### src/rtl/mips_cpu_pkg.sv
// MIPS decode constants and instruction field view shared by the link/RAS stage.
// Pure declarations; no logic, no latency, no flow control.
package mips_cpu_pkg;

    localparam logic [5:0] OP_SPECIAL = 6'b000000;
    localparam logic [5:0] OP_REGIMM  = 6'b000001;
    localparam logic [5:0] OP_JAL     = 6'b000011;
    localparam logic [5:0] FN_JR      = 6'b001000;
    localparam logic [5:0] FN_JALR    = 6'b001001;
    localparam logic [4:0] RT_BLTZAL  = 5'b10000;
    localparam logic [4:0] RT_BGEZAL  = 5'b10001;

    typedef struct packed {
        logic [5:0] op;
        logic [4:0] rs;
        logic [4:0] rt;
        logic [4:0] rd;
        logic [4:0] shamt;
        logic [5:0] funct;
    } instr_t;

endpackage

### src/rtl/mips_cpu_ras.sv
// Circular return-address stack; oldest entry is overwritten when full.
// Latency: push/pop visible on top/valid the cycle after the update.
// Backpressure: none; caller qualifies push/pop with its own accept.
module mips_cpu_ras #(
    parameter int DATA_WIDTH = 32,
    parameter int RAS_DEPTH  = 4
) (
    input  logic                  clk,
    input  logic                  reset_n,
    input  logic                  flush,
    input  logic                  push,
    input  logic                  pop,
    input  logic [DATA_WIDTH-1:0] push_dat,
    output logic [DATA_WIDTH-1:0] top,
    output logic                  valid,
    output logic                  overflow,
    output logic                  underflow
);

    localparam int PW = $clog2(RAS_DEPTH);
    localparam int CW = PW + 1;

    logic [PW-1:0]         ptr;
    logic [PW-1:0]         ptr_inc;
    logic [CW-1:0]         count;
    logic [DATA_WIDTH-1:0] entries [RAS_DEPTH];
    logic                  full;

    assign ptr_inc = ptr + 1'b1;
    assign full    = (count == CW'(RAS_DEPTH));
    assign valid   = (count != '0);
    assign top     = valid ? entries[ptr] : '0;

    always_ff @(posedge clk or negedge reset_n) begin
        if (!reset_n) begin
            ptr       <= '0;
            count     <= '0;
            overflow  <= 1'b0;
            underflow <= 1'b0;
            for (int i = 0; i < RAS_DEPTH; i++) entries[i] <= '0;
        end else if (flush) begin
            // pointer and entries survive; an empty count hides them from top
            count     <= '0;
            overflow  <= 1'b0;
            underflow <= 1'b0;
        end else if (push && pop && valid) begin
            entries[ptr] <= push_dat;
        end else if (push) begin
            ptr              <= ptr_inc;
            entries[ptr_inc] <= push_dat;
            if (full) overflow <= 1'b1;
            else      count    <= count + 1'b1;
        end else if (pop) begin
            if (!valid) begin
                underflow <= 1'b1;
            end else begin
                count <= count - 1'b1;
                ptr   <= ptr - 1'b1;
            end
        end
    end

endmodule

### src/rtl/mips_cpu_link_ras.sv
// Registered link/writeback stage: redirects link writes and maintains the RAS.
// Latency: 1 cycle from accept to output register.
// Backpressure: in_ready = !out_valid || out_ready; outputs held while stalled.
module mips_cpu_link_ras
    import mips_cpu_pkg::*;
#(
    parameter int          DATA_WIDTH     = 32,
    parameter int          REG_ADDR_WIDTH = 5,
    parameter int          LINK_REG       = 31,
    parameter int unsigned LINK_OFFSET    = 8,
    parameter int          RAS_DEPTH      = 4
) (
    input  logic                      clk,
    input  logic                      reset_n,
    input  logic                      flush,
    input  logic                      in_valid,
    output logic                      in_ready,
    input  logic [31:0]               instruction,
    input  logic [DATA_WIDTH-1:0]     pc,
    input  logic                      reg_write_en_in,
    input  logic [REG_ADDR_WIDTH-1:0] reg_write_addr_in,
    input  logic [DATA_WIDTH-1:0]     reg_write_data_in,
    output logic                      out_valid,
    input  logic                      out_ready,
    output logic                      reg_write_en_out,
    output logic [REG_ADDR_WIDTH-1:0] reg_write_addr_out,
    output logic [DATA_WIDTH-1:0]     reg_write_data_out,
    output logic [DATA_WIDTH-1:0]     ras_top,
    output logic                      ras_valid,
    output logic                      ras_overflow,
    output logic                      ras_underflow
);

    instr_t                    ins;
    logic                      link_abs, jalr, jr, is_ret, accept;
    logic [DATA_WIDTH-1:0]     link_val;
    logic                      nxt_en;
    logic [REG_ADDR_WIDTH-1:0] nxt_addr;
    logic [DATA_WIDTH-1:0]     nxt_dat;
    logic                      unused_fields;

    assign ins           = instruction;
    assign unused_fields = ^{ins.rd, ins.shamt};

    assign link_abs = (ins.op == OP_JAL) ||
                      (ins.op == OP_REGIMM && (ins.rt == RT_BLTZAL || ins.rt == RT_BGEZAL));
    assign jalr     = (ins.op == OP_SPECIAL) && (ins.funct == FN_JALR);
    assign jr       = (ins.op == OP_SPECIAL) && (ins.funct == FN_JR);
    assign is_ret   = (jr || jalr) && (ins.rs == 5'(LINK_REG));
    assign link_val = pc + DATA_WIDTH'(LINK_OFFSET);

    assign in_ready = !out_valid || out_ready;
    assign accept   = in_valid && in_ready;

    always_comb begin
        nxt_addr = reg_write_addr_in;
        nxt_dat  = reg_write_data_in;
        nxt_en   = reg_write_en_in && (reg_write_addr_in != '0);
        if (link_abs) begin
            nxt_addr = REG_ADDR_WIDTH'(LINK_REG);
            nxt_dat  = link_val;
            nxt_en   = 1'b1;
        end else if (jalr) begin
            // JALR keeps the upstream rd; writing $0 is suppressed
            nxt_dat  = link_val;
            nxt_en   = (reg_write_addr_in != '0);
        end
    end

    always_ff @(posedge clk or negedge reset_n) begin
        if (!reset_n) begin
            out_valid          <= 1'b0;
            reg_write_en_out   <= 1'b0;
            reg_write_addr_out <= '0;
            reg_write_data_out <= '0;
        end else if (flush) begin
            out_valid <= 1'b0;
        end else if (accept) begin
            out_valid          <= 1'b1;
            reg_write_en_out   <= nxt_en;
            reg_write_addr_out <= nxt_addr;
            reg_write_data_out <= nxt_dat;
        end else if (out_ready) begin
            out_valid <= 1'b0;
        end
    end

    mips_cpu_ras #(
        .DATA_WIDTH (DATA_WIDTH),
        .RAS_DEPTH  (RAS_DEPTH)
    ) u_ras (
        .clk       (clk),
        .reset_n   (reset_n),
        .flush     (flush),
        .push      (accept && !flush && (link_abs || jalr)),
        .pop       (accept && !flush && is_ret),
        .push_dat  (link_val),
        .top       (ras_top),
        .valid     (ras_valid),
        .overflow  (ras_overflow),
        .underflow (ras_underflow)
    );

endmodule

### config.mk
export PLATFORM = sky130hd
export DESIGN_NAME = mips_cpu_link_ras
export DESIGN_NICKNAME = d
export VERILOG_FILES = /design/src/rtl/mips_cpu_pkg.sv /design/src/rtl/mips_cpu_ras.sv /design/src/rtl/mips_cpu_link_ras.sv
export SDC_FILE = /design/constraint.sdc
export NUM_CORES = 1
export LEC_CHECK = 0
export ABC_AREA = 0
export CAP_MARGIN = 25
export CORE_MARGIN = 2
export CORE_UTILIZATION = 47
export CTS_BUF_LIST = sky130_fd_sc_hd__clkbuf_16
export DETAILED_ROUTE_END_ITERATION = 16
export PLACE_DENSITY = 0.82
export SKIP_LAST_GASP = 1
export SLEW_MARGIN = 20
export SYNTH_ARGS = -nofsm -noshare
export SYNTH_HDL_FRONTEND = slang
export SYNTH_HIERARCHICAL = 1
export SYNTH_SLANG_ARGS = --single-unit
### constraint.sdc
create_clock -name clk -period 2.8 [get_ports clk]
set_input_delay 0.56 -clock clk [delete_from_list [all_inputs] [get_ports clk]]
set_output_delay 0.56 -clock clk [all_outputs]
set_load 0.005 [all_outputs]
==> results.ini <==
[final_layout]
n_antenna_cell=0
instances_no_fill=1174
n_fill_cell=1414
syn_to_final_growth_pct=35.8
layout.nets=1040
post-route-util=0.649
layout-drive-gt1-share=0.304

[global_route]
use_met3=0.0483
grt_pass1_wl_mm=36.6
grt_overflow=0
antenna_found_initial=0
track_usage=0.235
grt_busiest_layer=met2
grt_pass1_vias=6892
grt.met2_usage=0.392
use_met1=0.314
grt_max_degree=64

[worst_setup_path]
crit_cells=4
end_kind=primary output
crit_path_cell_trace=buf_12, mux4_2, and2_1, clkdlybuf4s50_1
max_stage_delay_ns=0.51
cp.arrival_ns=2.23
cp_top_family=buffers and inverters
r2r_cells=10
start_kind=register
cp_max_fo=12
critPathSlowestCell=mux4_2
path_class=register to primary output
critical_path_buf_inv_count=2
crit_required_ns=2.24

[yosys]
syn_nets=834
yosys_most_used_dff=dfrtp_1
netlist-cell-type-count=65
netlist_instances=721
synthTopCellsByArea=dfrtp_1, mux2_2, mux4_2, nand2_1, o21ai_0
synth_top_area_share=0.488
synthMostInstantiatedCell=dfrtp_1
synth_top_area_cell=dfrtp_1
async_flop_share=1.00
post_synth_instance_area_sq_um=8910
yosysSeqAreaShare=0.488
synthTopCellsByCount=dfrtp_1, mux2_2, nand2_1
ys_seq_elements=174
avgSynthCellArea_sq_um=12.4
synth_edf_count=0
yosys_warnings=6

[die]
die_h_microns=142
io_pins=182
dieArea_sq_um=20100
coreArea_sq_um=18600
initial_core_util=0.478
fp.dieW_microns=142
rows=50

[sta]
setup_viol=0
maxSlewViolCount=0
fmax_mhz=358
period_share=0.998
fin_skew_ns=0.00961
whs_ns=0.122
hold_viol_final=0
rsz0062_at_grt=true
slew_headroom=0.420
fin_crit_ns=2.79
fin_tns_setup_ns=0
tightest_slew_ns=0.867

[power_and_ir_drop]
ir_worst_vdd_uv=482
p_per_area_nw_per_um2=518
power_leakage_nw=5.63

[placement]
place.gp.congestion=0.794
dp_hpwl_mm=15.3
placed_cells=1133
portBuffers=170

[clock_network]
clockBufferDepth=2
cts_tree=done
path_clk_slew_ns=0.06
cts_hold_buf=0
cts_max_level=4
cts_inserted_buffers=17
ctsRootBufferMaster=clkbuf_16
clkSinkCount=174
clk_latency_ns=0.43

[run_status]
status=finished, final reports clean

[drt]
initialDrtViolationCount=310
wirelength_mm=23.4
num_vias=6582
vias_per_cell=5.61
drtAntennaViolNets=0
wire_per_inst_microns=19.9
drtPass1Iterations=4
drc_errors=0

[run]
maxCapViolCount=0

[hold_path]
min_path_type=input port to asynchronous set/reset pin

==> cell type report <==
| type | count | area, sq um | share of cell area |
|---|---|---|---|
| inverters | 15 | 58.8 | 0.00486 |
| well taps | 234 | 293 | 0.0242 |
| clock inverters | 15 | 196 | 0.0162 |
| flip-flops and latches | 174 | 4360 | 0.360 |
| multi-input cells | 487 | 4370 | 0.361 |
| clock buffers | 17 | 425 | 0.0351 |
| repair buffers | 232 | 2410 | 0.199 |
==> metrics by stage <==
stage	instance area, sq um	power (mW)	setup slack (ns)
4_1_cts	11900	6.30	-0.0282
6_report	12100	6.27	0.00680
3_5_place_dp	11200	3.80	-0.408
5_1_grt	12100	6.51	-0.0734
2_1_floorplan	9050	3.23	-0.0911
3_3_place_gp	11200	3.78	-0.357
==> state kept, by name, summed over array words and instances, names as in the netlist <==
signal / count
u_ras/overflow: 1
reg_write_addr_out: 5
u_ras/count: 3
u_ras/entries: 128
u_ras/ptr: 2
out_valid: 1
reg_write_data_out: 32
u_ras/underflow: 1
reg_write_en_out: 1
==> worst reg2reg max path: stages (launching register included) <==
cell	delay, ns
dfrtp_1	0.37
nor2b_1	0.15
inv_1	0.08
nand3b_1	0.15
nor4_4	0.27
buf_4	0.19
nand2_8	0.08
o311ai_4	0.29
buf_12	0.18
buf_12	0.15
mux2_2	0.36
==> final timing paths <==
path | from | endpoint | slack [ns]
max | u_ras/ptr[0]$_DFFE_PN0P_ | ras_top[4] | 0.007
max reg2reg | out_valid$_DFFE_PN0P_ | u_ras/entries[109]$_DFFE_PN0P_ | 0.42
min | reset_n | u_ras/entries[96]$_DFFE_PN0P_ | 0.12
min reg2reg | reg_write_addr_out[0]$_DFFE_PN0P_ | reg_write_addr_out[0]$_DFFE_PN0P_ | 0.48
min in group clk | reg_write_addr_out[0]$_DFFE_PN0P_ | reg_write_addr_out[0]$_DFFE_PN0P_ | 0.48
max in group asynchronous | reset_n | reg_write_data_out[9]$_DFFE_PN0P_ | 1.96
==> power breakdown <==
group / internal, mW / switching [mW]
combinational: 0.558 / 0.488
clock: 1.49 / 1.00
sequential: 2.65 / 0.0763
==> routing by layer <==
layer	vias up	part of all wire
met5	-	0
li1	3028	-
met1	3325	0.44
met3	25	0.051
met4	0	0.016
met2	204	0.49
==> timing repair <==
| item | CTS | global route |
|---|---|---|
| pin swaps | 0 | 5 |
| gates resized for setup | 1 | 19 |
| cloned | 0 | 6 |
| setup endpoints to repair | 13 | 162 |
| setup buffers | 0 | 3 |
| endpoints found under the hold margin | 0 | 0 |
==> cells by family after synthesis <==
| kind of cell | Yosys count | share of synthesized area |
|---|---|---|
| XOR/XNOR | 24 | 0.0244 |
| multiplexers | 168 | 0.252 |
| flip-flops | 174 | 0.488 |
| adder cells (fa/ha/maj) | 6 | 0.00926 |
| AO/OA/AOI/OAI | 90 | 0.0646 |
| buffers and inverters | 60 | 0.0371 |
| AND/OR/NAND/NOR | 199 | 0.125 |
==> cells in the final DEF, fill, tap and decap left out, types with 3 or more instances in the layout <==
cell | synthesis | final
buf_6 | 4 | 6
nor2_1 | 20 | 20
inv_1 | 14 | 15
or2_1 | 5 | 5
nor4_4 | 3 | 4
nand2_1 | 68 | 66
xor2_1 | 14 | 14
o21ai_1 | 7 | 7
mux4_2 | 32 | 32
nand4_2 | 3 | 3
clkbuf_16 | 0 | 21
a21o_1 | 4 | 4
dfrtp_1 | 174 | 172
a211oi_1 | 3 | 3
a31oi_1 | 5 | 5
mux2i_1 | 7 | 7
buf_4 | 7 | 41
o21ai_0 | 42 | 42
bufinv_16 | 0 | 4
a21oi_1 | 6 | 6
or3_1 | 3 | 3
mux2_2 | 118 | 118
clkinvlp_4 | 0 | 3
clkdlybuf4s50_1 | 0 | 168
xnor2_1 | 9 | 9
and2_1 | 33 | 32
nand3_1 | 15 | 14
nor3_1 | 12 | 11
nor4_1 | 6 | 5
a31o_2 | 6 | 6
o311ai_4 | 0 | 4
nand4_1 | 5 | 5
mux2_1 | 11 | 9
and3_1 | 4 | 4
buf_12 | 0 | 12
ha_1 | 5 | 5
(Power assumes the default switching activity.)
